File: config.mk
export PLATFORM = sky130hd
export DESIGN_NAME = pong_game_engine_flat
export DESIGN_NICKNAME = d
export VERILOG_FILES = /design/src/rtl/pong_pkg.sv /design/src/rtl/pong_game_engine_if.sv /design/src/rtl/pong_paddle_ctrl.sv /design/src/rtl/pong_game_engine.sv /design/src/flat_wrapper.sv
export SDC_FILE = /design/constraint.sdc
export NUM_CORES = 1
export LEC_CHECK = 0
export CORE_UTILIZATION = 51
export CTS_CLUSTER_DIAMETER = 60
export DETAILED_ROUTE_END_ITERATION = 7
export DONT_BUFFER_PORTS = 1
export PLACE_DENSITY = 0.77
export SYNTH_ARGS = -nofsm -noshare
export SYNTH_HDL_FRONTEND = slang
export SYNTH_HIERARCHICAL = 1
export SYNTH_SLANG_ARGS = --single-unit
File: constraint.sdc
create_clock -name clk -period 3 [get_ports clk]
set_clock_uncertainty 0.15 [all_clocks]
set_input_delay 0.6 -clock clk [delete_from_list [all_inputs] [get_ports clk]]
set_output_delay 0.6 -clock clk [all_outputs]
set_load 0.01 [all_outputs]
File: src/rtl/pong_pkg.sv
// Shared types, geometry constants and small helpers for the Pong game engine.
// All coordinates are in VGA hCount/vCount space.
package pong_pkg;

    typedef logic [9:0]        coord_t;
    typedef logic signed [10:0] scoord_t;
    typedef logic [3:0]        score_t;

    typedef enum logic [2:0] {
        IDLE  = 3'd0,
        SERVE = 3'd1,
        PLAY  = 3'd2,
        POINT = 3'd3,
        OVER  = 3'd4
    } state_t;

    localparam coord_t FIELD_LEFT   = 10'd144;
    localparam coord_t FIELD_RIGHT  = 10'd783;
    localparam coord_t FIELD_TOP    = 10'd35;
    localparam coord_t FIELD_BOTTOM = 10'd514;
    localparam coord_t P1_X         = 10'd150;
    localparam coord_t P2_X         = 10'd760;
    localparam coord_t PADDLE_W     = 10'd20;
    localparam coord_t PADDLE_H     = 10'd40;
    localparam coord_t BALL_SIZE    = 10'd8;
    localparam coord_t PADDLE_STEP  = 10'd2;
    localparam coord_t BALL_STEP    = 10'd2;

    localparam logic [5:0] SERVE_FRAMES = 6'd60;
    localparam logic [5:0] SERVE_LAST   = SERVE_FRAMES - 6'd1;
    localparam score_t     WIN_SCORE    = 4'd9;

    // Centre positions and clamp limits derived from the field geometry.
    localparam coord_t PC         = (FIELD_TOP + FIELD_BOTTOM + 10'd1) / 10'd2 - PADDLE_H / 10'd2;
    localparam coord_t BX         = (FIELD_LEFT + FIELD_RIGHT + 10'd1) / 10'd2 - BALL_SIZE / 10'd2;
    localparam coord_t BY         = (FIELD_TOP + FIELD_BOTTOM + 10'd1) / 10'd2 - BALL_SIZE / 10'd2;
    localparam coord_t PADDLE_MIN = FIELD_TOP;
    localparam coord_t PADDLE_MAX = FIELD_BOTTOM - PADDLE_H + 10'd1;
    localparam coord_t BALL_Y_MAX = FIELD_BOTTOM - BALL_SIZE + 10'd1;
    localparam coord_t BALL_X_MAX = FIELD_RIGHT - BALL_SIZE + 10'd1;
    localparam coord_t HIT1_X     = P1_X + PADDLE_W;
    localparam coord_t HIT2_X     = P2_X - BALL_SIZE;

    function automatic scoord_t to_signed(input coord_t c);
        return $signed({1'b0, c});
    endfunction

    // True when the ball rows overlap the paddle rows.
    function automatic logic overlaps(input coord_t by, input coord_t py);
        return (by + BALL_SIZE - 10'd1 >= py) && (by <= py + PADDLE_H - 10'd1);
    endfunction

    function automatic score_t sat_inc(input score_t s);
        return (s >= WIN_SCORE) ? WIN_SCORE : s + 4'd1;
    endfunction

endpackage

File: src/rtl/pong_game_engine_if.sv
// Control inputs and game-state outputs exchanged between the engine and its
// surroundings (VGA timing, buttons, renderer, seven-segment driver).
interface pong_game_engine_if;

    logic        frame_tick;
    logic        start;
    logic        up1;
    logic        down1;
    logic        up2;
    logic        down2;
    logic [9:0]  paddle1_y;
    logic [9:0]  paddle2_y;
    logic [9:0]  ball_x;
    logic [9:0]  ball_y;
    logic [15:0] score;
    logic [2:0]  game_state;
    logic        point_pulse;

    modport master (
        output frame_tick, start, up1, down1, up2, down2,
        input  paddle1_y, paddle2_y, ball_x, ball_y, score, game_state, point_pulse
    );

    modport slave (
        input  frame_tick, start, up1, down1, up2, down2,
        output paddle1_y, paddle2_y, ball_x, ball_y, score, game_state, point_pulse
    );

endinterface

File: src/rtl/pong_paddle_ctrl.sv
// One paddle's vertical position: steps per frame on up/down and clamps to
// the playfield; recentre snaps it back to the centre row.
module pong_paddle_ctrl
    import pong_pkg::*;
(
    input  logic   clk,
    input  logic   rst,
    input  logic   frame_tick,
    input  logic   enable,
    input  logic   recentre,
    input  logic   up,
    input  logic   down,
    output coord_t y
);

    // NOTE: sequential state uses non-blocking assignments so every register
    // samples pre-edge values, independent of statement order.
    always_ff @(posedge clk or posedge rst) begin
        if (rst) begin
            y <= PC;
        end else if (recentre) begin
            y <= PC;
        end else if (frame_tick && enable && (up ^ down)) begin
            if (up) begin
                y <= (y <= PADDLE_MIN + PADDLE_STEP) ? PADDLE_MIN : y - PADDLE_STEP;
            end else begin
                y <= (y >= PADDLE_MAX - PADDLE_STEP) ? PADDLE_MAX : y + PADDLE_STEP;
            end
        end
    end

endmodule

File: src/rtl/pong_game_engine.sv
// Per-frame Pong state engine: serve/play/point/over sequencing, ball motion
// with wall and paddle bounces, scoring, and the two paddle controllers.
module pong_game_engine
    import pong_pkg::*;
(
    input  logic              clk,
    input  logic              rst,
    pong_game_engine_if.slave bus
);

    state_t     state;
    coord_t     ball_x;
    coord_t     ball_y;
    logic       vx_right;
    logic       vy_down;
    logic       serve_right;
    logic       scorer_p1;
    logic [5:0] frame_cnt;
    score_t     score1;
    score_t     score2;
    logic       point_pulse;

    coord_t     paddle1_y;
    coord_t     paddle2_y;
    logic       paddle_en;
    logic       paddle_recentre;

    assign paddle_en       = (state == SERVE) || (state == PLAY);
    assign paddle_recentre = (state == OVER) && bus.start;

    pong_paddle_ctrl u_paddle1 (
        .clk        (clk),
        .rst        (rst),
        .frame_tick (bus.frame_tick),
        .enable     (paddle_en),
        .recentre   (paddle_recentre),
        .up         (bus.up1),
        .down       (bus.down1),
        .y          (paddle1_y)
    );

    pong_paddle_ctrl u_paddle2 (
        .clk        (clk),
        .rst        (rst),
        .frame_tick (bus.frame_tick),
        .enable     (paddle_en),
        .recentre   (paddle_recentre),
        .up         (bus.up2),
        .down       (bus.down2),
        .y          (paddle2_y)
    );

    scoord_t next_x;
    scoord_t next_y;
    coord_t  ball_x_n;
    coord_t  ball_y_n;
    logic    vx_n;
    logic    vy_n;
    logic    miss;
    logic    miss_p1;
    score_t  new_score;

    // Signed 11-bit arithmetic keeps a step below column/row 0 from wrapping.
    // NOTE: every always_comb output gets a default first so no path can
    // leave it unassigned and infer a latch.
    always_comb begin
        next_x   = vx_right ? to_signed(ball_x) + to_signed(BALL_STEP)
                            : to_signed(ball_x) - to_signed(BALL_STEP);
        next_y   = vy_down  ? to_signed(ball_y) + to_signed(BALL_STEP)
                            : to_signed(ball_y) - to_signed(BALL_STEP);
        ball_x_n = next_x[9:0];
        ball_y_n = next_y[9:0];
        vx_n     = vx_right;
        vy_n     = vy_down;
        miss     = 1'b0;
        miss_p1  = 1'b0;

        // Paddle hits are tested before misses so a hit always wins.
        if (!vx_right && (ball_x >= HIT1_X) && (next_x < to_signed(HIT1_X))
                && overlaps(ball_y, paddle1_y)) begin
            ball_x_n = HIT1_X;
            vx_n     = 1'b1;
        end else if (vx_right && (ball_x <= HIT2_X) && (next_x > to_signed(HIT2_X))
                && overlaps(ball_y, paddle2_y)) begin
            ball_x_n = HIT2_X;
            vx_n     = 1'b0;
        end else if (next_x <= to_signed(FIELD_LEFT)) begin
            ball_x_n = FIELD_LEFT;
            miss     = 1'b1;
        end else if (next_x >= to_signed(BALL_X_MAX)) begin
            ball_x_n = BALL_X_MAX;
            miss     = 1'b1;
            miss_p1  = 1'b1;
        end

        if (next_y <= to_signed(FIELD_TOP)) begin
            ball_y_n = FIELD_TOP;
            vy_n     = 1'b1;
        end else if (next_y >= to_signed(BALL_Y_MAX)) begin
            ball_y_n = BALL_Y_MAX;
            vy_n     = 1'b0;
        end
    end

    assign new_score = sat_inc(scorer_p1 ? score1 : score2);

    always_ff @(posedge clk or posedge rst) begin
        if (rst) begin
            state       <= IDLE;
            ball_x      <= BX;
            ball_y      <= BY;
            vx_right    <= 1'b1;
            vy_down     <= 1'b1;
            serve_right <= 1'b1;
            scorer_p1   <= 1'b0;
            frame_cnt   <= '0;
            score1      <= '0;
            score2      <= '0;
            point_pulse <= 1'b0;
        end else begin
            point_pulse <= 1'b0;
            case (state)
                IDLE: begin
                    if (bus.start) begin
                        state     <= SERVE;
                        frame_cnt <= '0;
                        vx_right  <= serve_right;
                    end
                end
                SERVE: begin
                    if (bus.frame_tick) begin
                        if (frame_cnt == SERVE_LAST) begin
                            // Launch tick: the ball takes its first step now.
                            state     <= PLAY;
                            frame_cnt <= '0;
                            ball_x    <= ball_x_n;
                            ball_y    <= ball_y_n;
                            vx_right  <= vx_n;
                            vy_down   <= vy_n;
                        end else begin
                            frame_cnt <= frame_cnt + 6'd1;
                        end
                    end
                end
                PLAY: begin
                    if (bus.frame_tick) begin
                        ball_x   <= ball_x_n;
                        ball_y   <= ball_y_n;
                        vx_right <= vx_n;
                        vy_down  <= vy_n;
                        if (miss) begin
                            state       <= POINT;
                            scorer_p1   <= miss_p1;
                            serve_right <= miss_p1;
                        end
                    end
                end
                POINT: begin
                    if (bus.frame_tick) begin
                        point_pulse <= 1'b1;
                        if (scorer_p1) score1 <= new_score;
                        else           score2 <= new_score;
                        if (new_score == WIN_SCORE) begin
                            state <= OVER;
                        end else begin
                            state     <= SERVE;
                            ball_x    <= BX;
                            ball_y    <= BY;
                            frame_cnt <= '0;
                            vx_right  <= serve_right;
                        end
                    end
                end
                OVER: begin
                    if (bus.start) begin
                        state  <= IDLE;
                        score1 <= '0;
                        score2 <= '0;
                        ball_x <= BX;
                        ball_y <= BY;
                    end
                end
                default: state <= IDLE;
            endcase
        end
    end

    assign bus.paddle1_y   = paddle1_y;
    assign bus.paddle2_y   = paddle2_y;
    assign bus.ball_x      = ball_x;
    assign bus.ball_y      = ball_y;
    assign bus.score       = {4'h0, score1, 4'h0, score2};
    assign bus.game_state  = state;
    assign bus.point_pulse = point_pulse;

endmodule

File: src/flat_wrapper.sv
// flat-port wrapper written by rule: the top's interface ports become plain ports
module pong_game_engine_flat import pong_pkg::*;
  (clk, rst, bus_frame_tick, bus_start, bus_up1, bus_down1, bus_up2, bus_down2, bus_paddle1_y, bus_paddle2_y, bus_ball_x, bus_ball_y, bus_score, bus_game_state, bus_point_pulse);
  pong_game_engine_if bus_i ();
  input  logic clk;
  input  logic rst;
  input wire logic [$bits(bus_i.frame_tick)-1:0] bus_frame_tick;
  input wire logic [$bits(bus_i.start)-1:0] bus_start;
  input wire logic [$bits(bus_i.up1)-1:0] bus_up1;
  input wire logic [$bits(bus_i.down1)-1:0] bus_down1;
  input wire logic [$bits(bus_i.up2)-1:0] bus_up2;
  input wire logic [$bits(bus_i.down2)-1:0] bus_down2;
  output wire logic [$bits(bus_i.paddle1_y)-1:0] bus_paddle1_y;
  output wire logic [$bits(bus_i.paddle2_y)-1:0] bus_paddle2_y;
  output wire logic [$bits(bus_i.ball_x)-1:0] bus_ball_x;
  output wire logic [$bits(bus_i.ball_y)-1:0] bus_ball_y;
  output wire logic [$bits(bus_i.score)-1:0] bus_score;
  output wire logic [$bits(bus_i.game_state)-1:0] bus_game_state;
  output wire logic [$bits(bus_i.point_pulse)-1:0] bus_point_pulse;
  assign bus_i.frame_tick = bus_frame_tick;
  assign bus_i.start = bus_start;
  assign bus_i.up1 = bus_up1;
  assign bus_i.down1 = bus_down1;
  assign bus_i.up2 = bus_up2;
  assign bus_i.down2 = bus_down2;
  assign bus_paddle1_y = bus_i.paddle1_y;
  assign bus_paddle2_y = bus_i.paddle2_y;
  assign bus_ball_x = bus_i.ball_x;
  assign bus_ball_y = bus_i.ball_y;
  assign bus_score = bus_i.score;
  assign bus_game_state = bus_i.game_state;
  assign bus_point_pulse = bus_i.point_pulse;
  pong_game_engine u_core (.clk(clk), .rst(rst), .bus(bus_i));
endmodule
Yosys cells after proc, flatten, opt, wreduce, memory -nomap -nowiden
Cells that the tools add are included.
{"block": "word_totals", "output_inout_bits": 60, "input_bits": 8, "reg_bits": 62, "word_cells": 174}
{"block": "classes", "magnitude_cmp": 17, "reduce_logical": 30, "mux": 80, "bitwise": 2, "eq_ne": 16, "add_sub_neg": 16}
{"cell": "$mux W10", "count": 28}
{"cell": "$pmux W10 S4", "count": 2}
{"cell": "$mux W6", "count": 5}
{"cell": "$sub A10 B1 Y10 const B", "count": 3}
{"cell": "$mux W4", "count": 7}
{"cell": "$mux W3", "count": 8}
{"cell": "$add A10 B2 Y11 const B", "count": 2}
{"cell": "$mux W1", "count": 22}
{"cell": "$mux W11", "count": 2}
{"cell": "$sub A10 B2 Y11 const B", "count": 2}
{"cell": "$reduce_and A7 Y1", "count": 3}
{"cell": "$add A10 B2 Y10 const B", "count": 2}
{"cell": "$add A10 B6 Y10 const B", "count": 2}
{"cell": "$ge A10 B10 Y1", "count": 2}
{"cell": "$ge A10 B9 Y1 const B", "count": 2}
{"cell": "$le A10 B10 Y1", "count": 2}
{"cell": "$le A10 B6 Y1 const B", "count": 2}
{"cell": "$sub A10 B2 Y10 const B", "count": 2}
{"cell": "$pmux W6 S3", "count": 1}
{"cell": "$ne A2 B2 Y1 const B", "count": 8}
{"cell": "$pmux W4 S2", "count": 2}
{"cell": "$pmux W3 S5", "count": 1}
{"cell": "$logic_and A1 B1 Y1", "count": 12}
{"cell": "$reduce_and A4 Y1", "count": 3}
{"cell": "29 further kinds", "count": 36}

Depth between registers and ports, before layout
Gate-level depths: netlist of run 1.
{"block": "depth", "depth_word": 10, "mapped_depth": 15, "depth_no_buf": 15}

Cells and area by module
Netlist of run 1, hierarchy kept.
{"module": "pong_game_engine", "n_inst": 1, "seq_area_each_um2": 1042.2, "cells_each": 566, "area_each_um2": 4819.6}
{"module": "pong_paddle_ctrl", "n_inst": 2, "seq_area_each_um2": 260.2, "cells_each": 101, "area_each_um2": 867.1}

Worst setup path before layout of run 1
OpenSTA, ideal clock, no wires.
{"block": "synth_timing", "path_kind": "reg2reg", "startpoint": "reg u_core.u_paddle1.y[1]", "endpoint": "reg u_core.ball_x[9], in the netlist u_core/bus.ball_x[9]", "required_time_ps": 2728, "stages_incl_launch_ff": 14, "setup_ps": 122, "arrival_ps": 2918, "path_buffers": 0, "synth_period_minus_slack_ps": 3190, "slack_ps": -190, "cell_sequence": "dfstp_2 -> nor3_1 -> or3_1 -> nand2_1 -> nand2_1 -> xnor2_1 -> ha_1 -> a211oi_1 -> nor2_1 -> o31ai_1 -> o311ai_0 -> a311oi_2 -> nor2_2 -> a32o_1"}
{"block": "synth_via", "elab_chain_len": 9, "word_cells_on_any_way": 11, "cone_classes": "add/sub: 2; order compare: 2; mux: 5; reduce/logical: 2"}
{"element": "start: declaration", "line": "pong_paddle_ctrl.sv:13", "text": "output coord_t y"}
{"element": "start signal: assignment", "line": "pong_paddle_ctrl.sv:25", "text": "y <= (y <= PADDLE_MIN + PADDLE_STEP) ? PADDLE_MIN : y - PADDLE_STEP;"}
{"element": "start signal: assignment", "line": "pong_paddle_ctrl.sv:27", "text": "y <= (y >= PADDLE_MAX - PADDLE_STEP) ? PADDLE_MAX : y + PADDLE_STEP;"}
{"element": "$add A10 B6 Y10", "line": "pong_pkg.sv:50", "text": "return (by + BALL_SIZE - 10'd1 >= py) && (by <= py + PADDLE_H - 10'd1);"}
{"element": "$sub A10 B1 Y10", "line": "pong_pkg.sv:50"}
{"element": "$le A10 B10 Y1", "line": "pong_pkg.sv:50"}
{"element": "$logic_and A1 B1 Y1 (*)", "line": "pong_pkg.sv:50"}
{"element": "$logic_and A1 B1 Y1 (*)", "line": "pong_game_engine.sv:80", "text": "&& overlaps(ball_y, paddle1_y)) begin"}
{"element": "$mux W10 (*)", "line": "pong_game_engine.sv:79", "text": "if (!vx_right && (ball_x >= HIT1_X) && (next_x < to_signed(HIT1_X))"}
{"element": "$mux W10", "line": "pong_game_engine.sv:132", "text": "if (frame_cnt == SERVE_LAST) begin"}
{"element": "$mux W10", "line": "pong_game_engine.sv:131", "text": "if (bus.frame_tick) begin"}
{"element": "$pmux W10 S4 (*)", "line": "pong_game_engine.sv:122", "text": "case (state)"}
{"element": "end signal: assignment", "line": "pong_game_engine.sv:136", "text": "ball_x <= ball_x_n;"}
{"element": "end signal: assignment", "line": "pong_game_engine.sv:147", "text": "ball_x <= ball_x_n;"}
{"element": "end: declaration", "line": "pong_game_engine.sv:12", "text": "coord_t ball_x;"}
Mark *: on every way between the ends. The rest lies on a longest branch, timed or not. The select of a mux whose other input is x is not followed.
A chain may end at the register's enable or synchronous reset.

Final worst setup path of run 1
{"block": "layout_timing", "startpoint": "reg u_core.u_paddle2.y[4]", "endpoint": "reg u_core.ball_x[1], in the netlist u_core/bus.ball_x[1]"}
{"block": "layout_via", "elab_chain_len": 10, "word_cells_on_any_way": 12, "cone_classes": "add/sub: 2; order compare: 2; mux: 6; reduce/logical: 2"}
{"element": "start: declaration", "line": "pong_paddle_ctrl.sv:13"}
{"element": "start signal: assignment", "line": "pong_paddle_ctrl.sv:25"}
{"element": "start signal: assignment", "line": "pong_paddle_ctrl.sv:27"}
{"element": "$add A10 B6 Y10", "line": "pong_pkg.sv:50"}
{"element": "$sub A10 B1 Y10", "line": "pong_pkg.sv:50"}
{"element": "$le A10 B10 Y1", "line": "pong_pkg.sv:50"}
{"element": "$logic_and A1 B1 Y1 (*)", "line": "pong_pkg.sv:50"}
{"element": "$logic_and A1 B1 Y1 (*)", "line": "pong_game_engine.sv:84", "text": "&& overlaps(ball_y, paddle2_y)) begin"}
{"element": "$mux W10 (*)", "line": "pong_game_engine.sv:83", "text": "end else if (vx_right && (ball_x <= HIT2_X) && (next_x > to_signed(HIT2_X))"}
{"element": "$mux W10 (*)", "line": "pong_game_engine.sv:79"}
{"element": "$mux W10", "line": "pong_game_engine.sv:132"}
{"element": "$mux W10", "line": "pong_game_engine.sv:131"}
{"element": "$pmux W10 S4 (*)", "line": "pong_game_engine.sv:122"}
Marks and branches as above.

==> metrics.txt, run 1 <==
most common library cells after synthesis=ha_1 (70), inv_1 (63), nand2_1 (55); H-tree lvl count=3; sequential-to-total area share from yosys stat=23.8%; fin crit share=109%; area overhead of the layout relative to synthesis=24.1%; number of buffers between clock root and the deepest sink=2; failing checks=negative setup slack; synthesized area divided by synthesized cell count=8.53 µm²; number of synthesized flops with an enable pin=0; Post-DRT Antenna Nets=0; mux contribution to synthesized area=3.47%; clock tree from TritonCTS=built; Slowest-stage cell, CP=dfstp_2; final wirelength=18.1 mm; arrival time of the worst setup path=3.31 ns; post-synthesis xor/xnor area fraction=7.43%; number of search-and-repair iterations in the first detailed-routing pass=6; number of remaining DRC errors=0; final core utilization=64.7%; port bufs=0; number of ports placed on the die boundary=68; routability-driven placement congestion ratio=0.947; yosys warns=6; peak fanout along the critical path=7; setup repair after global routing missed its margin=true; Critical Path RT=3.06 ns; Simple-Gate Fraction of Synth Area=21.5%; Placeable Area=0.0126 mm²; starting utilization of the core area=52.1%; Maximum Capacitance Violations=0; pin count of the biggest net entering global routing=23; max-slew violations=0; master cell of the clock root buffer=clkbuf_16; class of the tightest hold or removal check=input pin to asynchronous set/reset pin; Worst-Skew Late Latency=roughly 0.33 ns; synthesized instance count=768; number of stages on the worst setup path=14; wire length of the first global-routing pass=28.8 mm; FFs w/ async S/R, synth=100%; count of antenna diodes in the layout=0; result of the run=finished, violations left; final setup vio count=13; antenna violations before repair=0; Max stage delay on crit path=around 0.53 ns; dominant combinational cell family by area after synthesis=compound AO/OA/AOI/OAI gates; area leader, netlist=ha_1; clock transition time at the flip-flop clock pins of the worst setup and hold paths=0.05 ns; count of buffer and inverter cells on the critical path=2; Fmax achieved=between 300 and 400 MHz; transition time at the pin with the least slew margin=0.743 ns; most numerous cell in the Yosys netlist=ha_1; worst reg2reg setup slack=-0.26 ns; Yosys top cell area share=between 10% and 20%; startpoint type of the worst setup path=flip-flop; Setup crit end kind=flip-flop; endpoints failing hold=0; Critical Path Source=u_core/u_paddle2/y[4]; # nets final=966; number of global-route vias before repair=around 6,000; die boundary height=115 µm; Total Die Area=0.0133 mm²; timing endpoint of the critical path=u_core/bus.ball_x[1]; Post-Synth Adder-Cell Area=around 14%; dominant register cell in the synthesized netlist=dfrtp_1; register bit count reported by yosys=61; Routed wire per std cell=17.0 µm; post-route worst setup slack=-0.255 ns; post-synthesis cell type count=90; compound-gate portion of the synthesized area=23.5%; dominant delay contributor by cell family on the critical path=simple AND/OR/NAND/NOR gates; Setup CP Type=flip-flop to flip-flop; number of clock buffers inserted by TritonCTS=9; die outline width=115 µm; average via count per standard cell=between 6 and 7; reg-to-reg endpoint=u_core/bus.ball_x[1]; iteration-0 DRC count of the detailed router=373; critical path's most frequent cell=nand4_1; Cell Area, Synth=0.00655 mm²; depth of the worst register-to-register path=14; layout cells sized above 1=a little under a third; via count=~6,400; count of clock tree sinks=61; top cells by area in the synthesized netlist=ha_1 (13%), dfrtp_1 (12%), dfstp_2 (12%), xnor2_1 (5.3%), inv_1 (3.6%); startpoint of the lowest-slack register-to-register path=u_core/u_paddle2/y[4]; Final Critical Period=3.26 ns; chain of cells forming the critical path=inv_2 > or3_4 > nand2_2 > nand4_1 > xnor2_1 > ha_1 > nand4_1 > o31ai_1 > a21oi_1 > a211oi_2 > nand4_1 > buf_6 > a31oi_1 > o21ai_1; Total Routing Usage GR=27.5%; floorplan row count=41; placed wire-length estimate after detailed placement=13.7 mm; Remaining Overflow, GRT=0; worst slew slack as a fraction of its limit=50.2%
[what timing repair did]
action,in CTS,in global routing
hold endpoints to repair,4,0
buffers inserted,3,0
setup endpoints to repair,13,22
pin swaps,27,16
hold buffers,1,0
gates resized for setup,21,22
[worst register-to-register path: cells and delay by family (launching register included)]
| family | cells | cell delay (ns) |
|---|---|---|
| fa+ha+maj | 1 | 0.35 |
| compound gates | 5 | 0.85 |
| flops | 1 | 0.53 |
| xor+xnor | 1 | 0.15 |
| buf+inv | 2 | 0.22 |
| simple gates | 5 | 0.89 |
[kinds of logic (layout without fill, tap and decap cells)]
group / count (synthesis) / in the layout
flops: 61 / 61
simple gates: 259 / 259
buf+inv: 92 / 207
fa+ha+maj: 72 / 72
compound gates: 209 / 209
other cells: 1 / 9
xor+xnor: 53 / 53
mux: 21 / 21
[flip-flops by register name (all words and copies together), names as in the netlist]
| register | flops |
|---|---|
| u_core/bus.point_pulse | 1 |
| u_core/frame_cnt | 6 |
| u_core/score1 | 4 |
| u_core/u_paddle2/y | 10 |
| u_core/bus.game_state | 3 |
| u_core/u_paddle1/y | 10 |
| u_core/vx_right | 1 |
| u_core/vy_down | 1 |
| u_core/serve_right | 1 |
| u_core/scorer_p1 | 1 |
| u_core/score2 | 4 |
| u_core/bus.ball_y | 10 |
| u_core/bus.ball_x | 9 |
[cell usage in the layout, fill, tap and decap left out, types with 7 or more instances in the layout]
cell	instances
ha_1	68
a21oi_1	32
a21o_1	13
and3_1	13
nor2_1	52
nor3_1	23
dfrtp_1	32
inv_1	57
nand2_1	49
mux2i_1	7
mux2_2	14
nand2b_1	16
o21ai_0	38
a31oi_1	10
xor2_1	9
xnor2_1	36
nand3_1	24
dfstp_2	29
a21oi_2	8
o21bai_1	10
o21a_1	9
clkbuf_16	9
o211ai_1	7
nand4_1	16
o21ai_1	8
buf_4	124
conb_1	9
[worst min path at each step]
stage	startpoint	end	slack, ns	cells past startpoint
3_5_place_dp	u_core/serve_right	u_core/serve_right	0.31	2
4_1_cts	rst	u_core/score1[0]	0.06	1
3_3_place_gp	u_core/serve_right	u_core/serve_right	0.31	2
2_1_floorplan	rst	u_core/u_paddle1/y[8]	0.28	1
5_1_grt	rst	u_core/score1[0]	0.09	1
6_report	rst	u_core/frame_cnt[0]	0.04	1
[routing by layer]
metal	routed length (µm)	share of wire (%)	global-route usage (%)	vias up
li1	-	-	-	3040
met1	7580	42	33.6	3084
met2	8880	49	47.1	213
met3	1120	6.2	6.64	44
met4	481	2.7	9.78	0
met5	0	0	0	-
[cell type report]
| class | instances | area [µm²] |
|---|---|---|
| multi-input cells | 623 | 4840 |
| clock inverters | 6 | 62.6 |
| inverters | 63 | 236 |
| repair buffers | 128 | 975 |
| clock buffers | 10 | 239 |
| flip-flops and latches | 61 | 1560 |
| fillers | 1022 | 4440 |
| well taps | 172 | 215 |
[through the flow]
stage / hold WS [ns] / cell area (µm²) / cells / setup slack [ns] / setup TNS, ns
after floorplan: 0.284 / 6640 / 776 / -0.149 / -0.920
after global placement: 0.309 / 7610 / 1043 / -0.197 / -1.81
after detailed placement: 0.312 / 7610 / 1043 / -0.298 / -2.83
after CTS: 0.0573 / 8040 / 1063 / -0.227 / -2.14
after global routing: 0.0912 / 8130 / 1063 / -0.360 / -4.01
final: 0.0381 / 8130 / 1063 / -0.255 / -2.59
Power of run 1 is left out: the tool's default activity adds up to more than one toggle a clock period on the data nets, which glitch-free logic cannot reach.
==> run 2, diff against run 1 <==
--- a/config.mk
+++ b/config.mk
@@ -5,11 +5,13 @@
 export SDC_FILE = /design/constraint.sdc
 export NUM_CORES = 1
 export LEC_CHECK = 0
+export ABC_AREA = 1
+export CORE_MARGIN = 2
 export CORE_UTILIZATION = 51
 export CTS_CLUSTER_DIAMETER = 60
 export DETAILED_ROUTE_END_ITERATION = 7
 export DONT_BUFFER_PORTS = 1
-export PLACE_DENSITY = 0.77
+export PLACE_DENSITY = 0.74
 export SYNTH_ARGS = -nofsm -noshare
 export SYNTH_HDL_FRONTEND = slang
 export SYNTH_HIERARCHICAL = 1
==> constraint.sdc (replaced) <==
create_clock -name clk -period 3.8 [get_ports clk]
set_clock_uncertainty 0.15 [all_clocks]
set_input_delay 0.76 -clock clk [delete_from_list [all_inputs] [get_ports clk]]
set_output_delay 0.76 -clock clk [all_outputs]
set_load 0.01 [all_outputs]
==> run 2 against run 1 <==
Effect of this change:
- the flow now finishes without violations
- register-to-register slack gained 0.63 ns
- design area down 9.8%
- fmax fell by 4.9%
- worst setup slack improved by 0.63 ns
- wire length is 5.9% lower
- global-route usage down 2.9 points
- critical path type unchanged
==> metrics.txt, run 2 <==
dominant register cell in the synthesized netlist=dfrtp_1; Maximum Capacitance Violations=0; antenna violations before repair=0; global routing usage on met3=5.51%; startpoint type of the worst setup path=flip-flop; Placeable Area=0.0132 mm²; Critical Path RT=3.87 ns; number of global-route vias before repair=5,820; routability-driven placement congestion ratio=0.944; area leader, netlist=nand2_1; synthesized instance count=between 1,000 and 1,500; Setup crit end kind=flip-flop; Fmax achieved=292 MHz; yosys warns=6; number of clock buffers inserted by TritonCTS=9; leading cell types in the layout, fill and taps excluded=nand2_1 (289), inv_1 (140), nor2_1 (124); FFs w/ async S/R, synth=100%; max-slew violations=0; worst reg2reg setup slack=0.38 ns; H-tree lvl count=3; worst slew slack as a fraction of its limit=53.6%; Post-CTS Setup Inserts=0; wire length of the first global-routing pass=28.7 mm; die outline width=120 µm; reg-to-reg endpoint=u_core/scorer_p1; count of clock tree sinks=61; # nets final=around 1,100; layout cells sized above 1=11.9%; class of the tightest hold or removal check=input pin to asynchronous set/reset pin; Fin Setup TNS=0 ns; final setup vio count=0; fin crit share=approximately 90%; Total Die Area=0.0144 mm²; commonest non-fill, non-tap cell in the layout=nand2_1; met1 track utilization from global routing=34.2%; startpoint of the lowest-slack register-to-register path=u_core/bus.ball_y[0]; transition time at the pin with the least slew margin=0.690 ns; clock tree from TritonCTS=built; number of buffers between clock root and the deepest sink=2; average via count per standard cell=between 5 and 6; final wirelength=17.0 mm; die boundary height=roughly 120 µm; synthesized area divided by synthesized cell count=approximately 6.5 µm²; iteration-0 DRC count of the detailed router=between 500 and 600; setup repair after global routing missed its margin=false; Post-DRT Antenna Nets=0; count of hold-fix buffers inserted at cts=0; largest registers in the final layout=u_core/bus.ball_y: 10 flops, u_core/u_paddle1/y: 10 flops, u_core/u_paddle2/y: 10 flops; via count=6,509; number of ports placed on the die boundary=68; number of remaining DRC errors=0; Yosys top cell area share=~16%; Total Routing Usage GR=24.6%; register bit count reported by yosys=61; fraction of met2 tracks used by global routing=38.0%; arrival time of the worst setup path=3.50 ns; count of antenna diodes in the layout=0; number of synthesized flops with an enable pin=0; port bufs=0; number of search-and-repair iterations in the first detailed-routing pass=5; most numerous cell in the Yosys netlist=nand2_1; Routed wire per std cell=13.8 µm; starting utilization of the core area=52.1%; placed wire-length estimate after detailed placement=13.2 mm; result of the run=completed; Remaining Overflow, GRT=0; pin count of the biggest net entering global routing=between 40 and 50; number of cells upsized or downsized after cts=0; endpoints failing hold=0; Final Critical Period=around 3.4 ns; area overhead of the layout relative to synthesis=6.62%; master cell of the clock root buffer=clkbuf_16; floorplan row count=42; sequential-to-total area share from yosys stat=22.7%; clock transition time at the flip-flop clock pins of the worst setup and hold paths=0.06 ns; Cell Area, Synth=0.00688 mm²; depth of the worst register-to-register path=18; post-synthesis cell type count=51; top cells by area in the synthesized netlist=nand2_1 (16%), ha_1 (13%), dfrtp_1 (12%), dfstp_2 (11%), inv_1 (7.7%); most used routing layer in global routing=met2; Final Hold Slack=about 0.13 ns; most common library cells after synthesis=nand2_1 (289), inv_1 (141), nor2_1 (124); Worst-Skew Late Latency=0.34 ns; peak fanout along the critical path=7; Setup CP Type=flip-flop to flip-flop
-- run 2: cell count changes after synthesis, moves of 14 or more --
cell      before  now
xnor2_1       40    9
inv_2          0   20
nand2_2        0   21
nor3_1        28   12
inv_1         63  141
nand2b_1      17    0
nand3_1       25   86
nor2_1        52  124
xor2_1        10   24
nand2_1       55  289
mux2_2        14    0
-- run 2: layer usage --
| metal | vias up | routed length [µm] |
|---|---|---|
| met2 | 185 | 7510 |
| met1 | 2941 | 8120 |
| met5 | - | 0 |
| li1 | 3362 | - |
| met3 | 21 | 1070 |
| met4 | 0 | 301 |
-- run 2: cells by family (layout without fill, tap and decap cells) --
family                   Yosys count  count (layout)  synth area share (%)
AO/OA/AOI/OAI                    114             114                  9.50
XOR/XNOR                          33              33                  4.20
adder cells (fa/ha/maj)           72              72                  13.3
buffers and inverters            181             183                  11.0
flip-flops                        61              61                  22.7
other                              1               9                0.0545
AND/OR/NAND/NOR                  588             588                  39.2
-- run 2: final cells by class --
class	count	area (µm²)
fill	1299	5860
multi-input combinational	816	4580
sequential	61	1560
inverter	166	631
clock buffer	12	256
tap	176	220
clock inverter	4	70.1
timing repair buffer	1	7.51
-- run 2: worst max-delay path by stage --
| stage | from | endpoint | slack [ns] | cells after the start |
|---|---|---|---|---|
| floorplan | u_core/u_paddle1/y[1] | u_core/bus.game_state[1] | 0.86 | 18 |
| CTS | u_core/bus.ball_y[0] | u_core/scorer_p1 | 0.43 | 18 |
| global route | u_core/bus.ball_y[0] | u_core/scorer_p1 | 0.04 | 18 |
| detailed placement | u_core/bus.ball_y[0] | u_core/bus.game_state[1] | 0.45 | 18 |
| global placement | u_core/bus.ball_y[0] | u_core/scorer_p1 | 0.60 | 18 |
| finish | u_core/bus.ball_y[0] | u_core/scorer_p1 | 0.38 | 18 |
-- run 2: critical path, cell delays in order (launching register included) --
cell,delay [ns]
dfstp_2,0.64
inv_1,0.16
ha_1,0.23
inv_1,0.07
or2_2,0.12
nand4_1,0.13
nor3_1,0.23
xor2_1,0.25
ha_1,0.27
nand2_1,0.10
nor2_1,0.07
o211ai_1,0.10
o2111ai_1,0.21
nand3_4,0.19
nand2_1,0.10
nor2_2,0.10
nand2_1,0.08
nand2_1,0.07
nand2_1,0.05
-- run 2: stage by stage --
step | cell area [µm²] | cells | util (%) | setup slack, ns
final | 7330 | 1236 | 55.6 | 0.376
after floorplan | 6910 | 1058 | - | 0.861
after CTS | 7330 | 1236 | 55.6 | 0.430
after global placement | 7010 | 1220 | 53.1 | 0.596
after global routing | 7330 | 1236 | 55.6 | 0.0394
after detailed placement | 7010 | 1220 | 53.1 | 0.447
Power of run 2 is left out for the same reason.
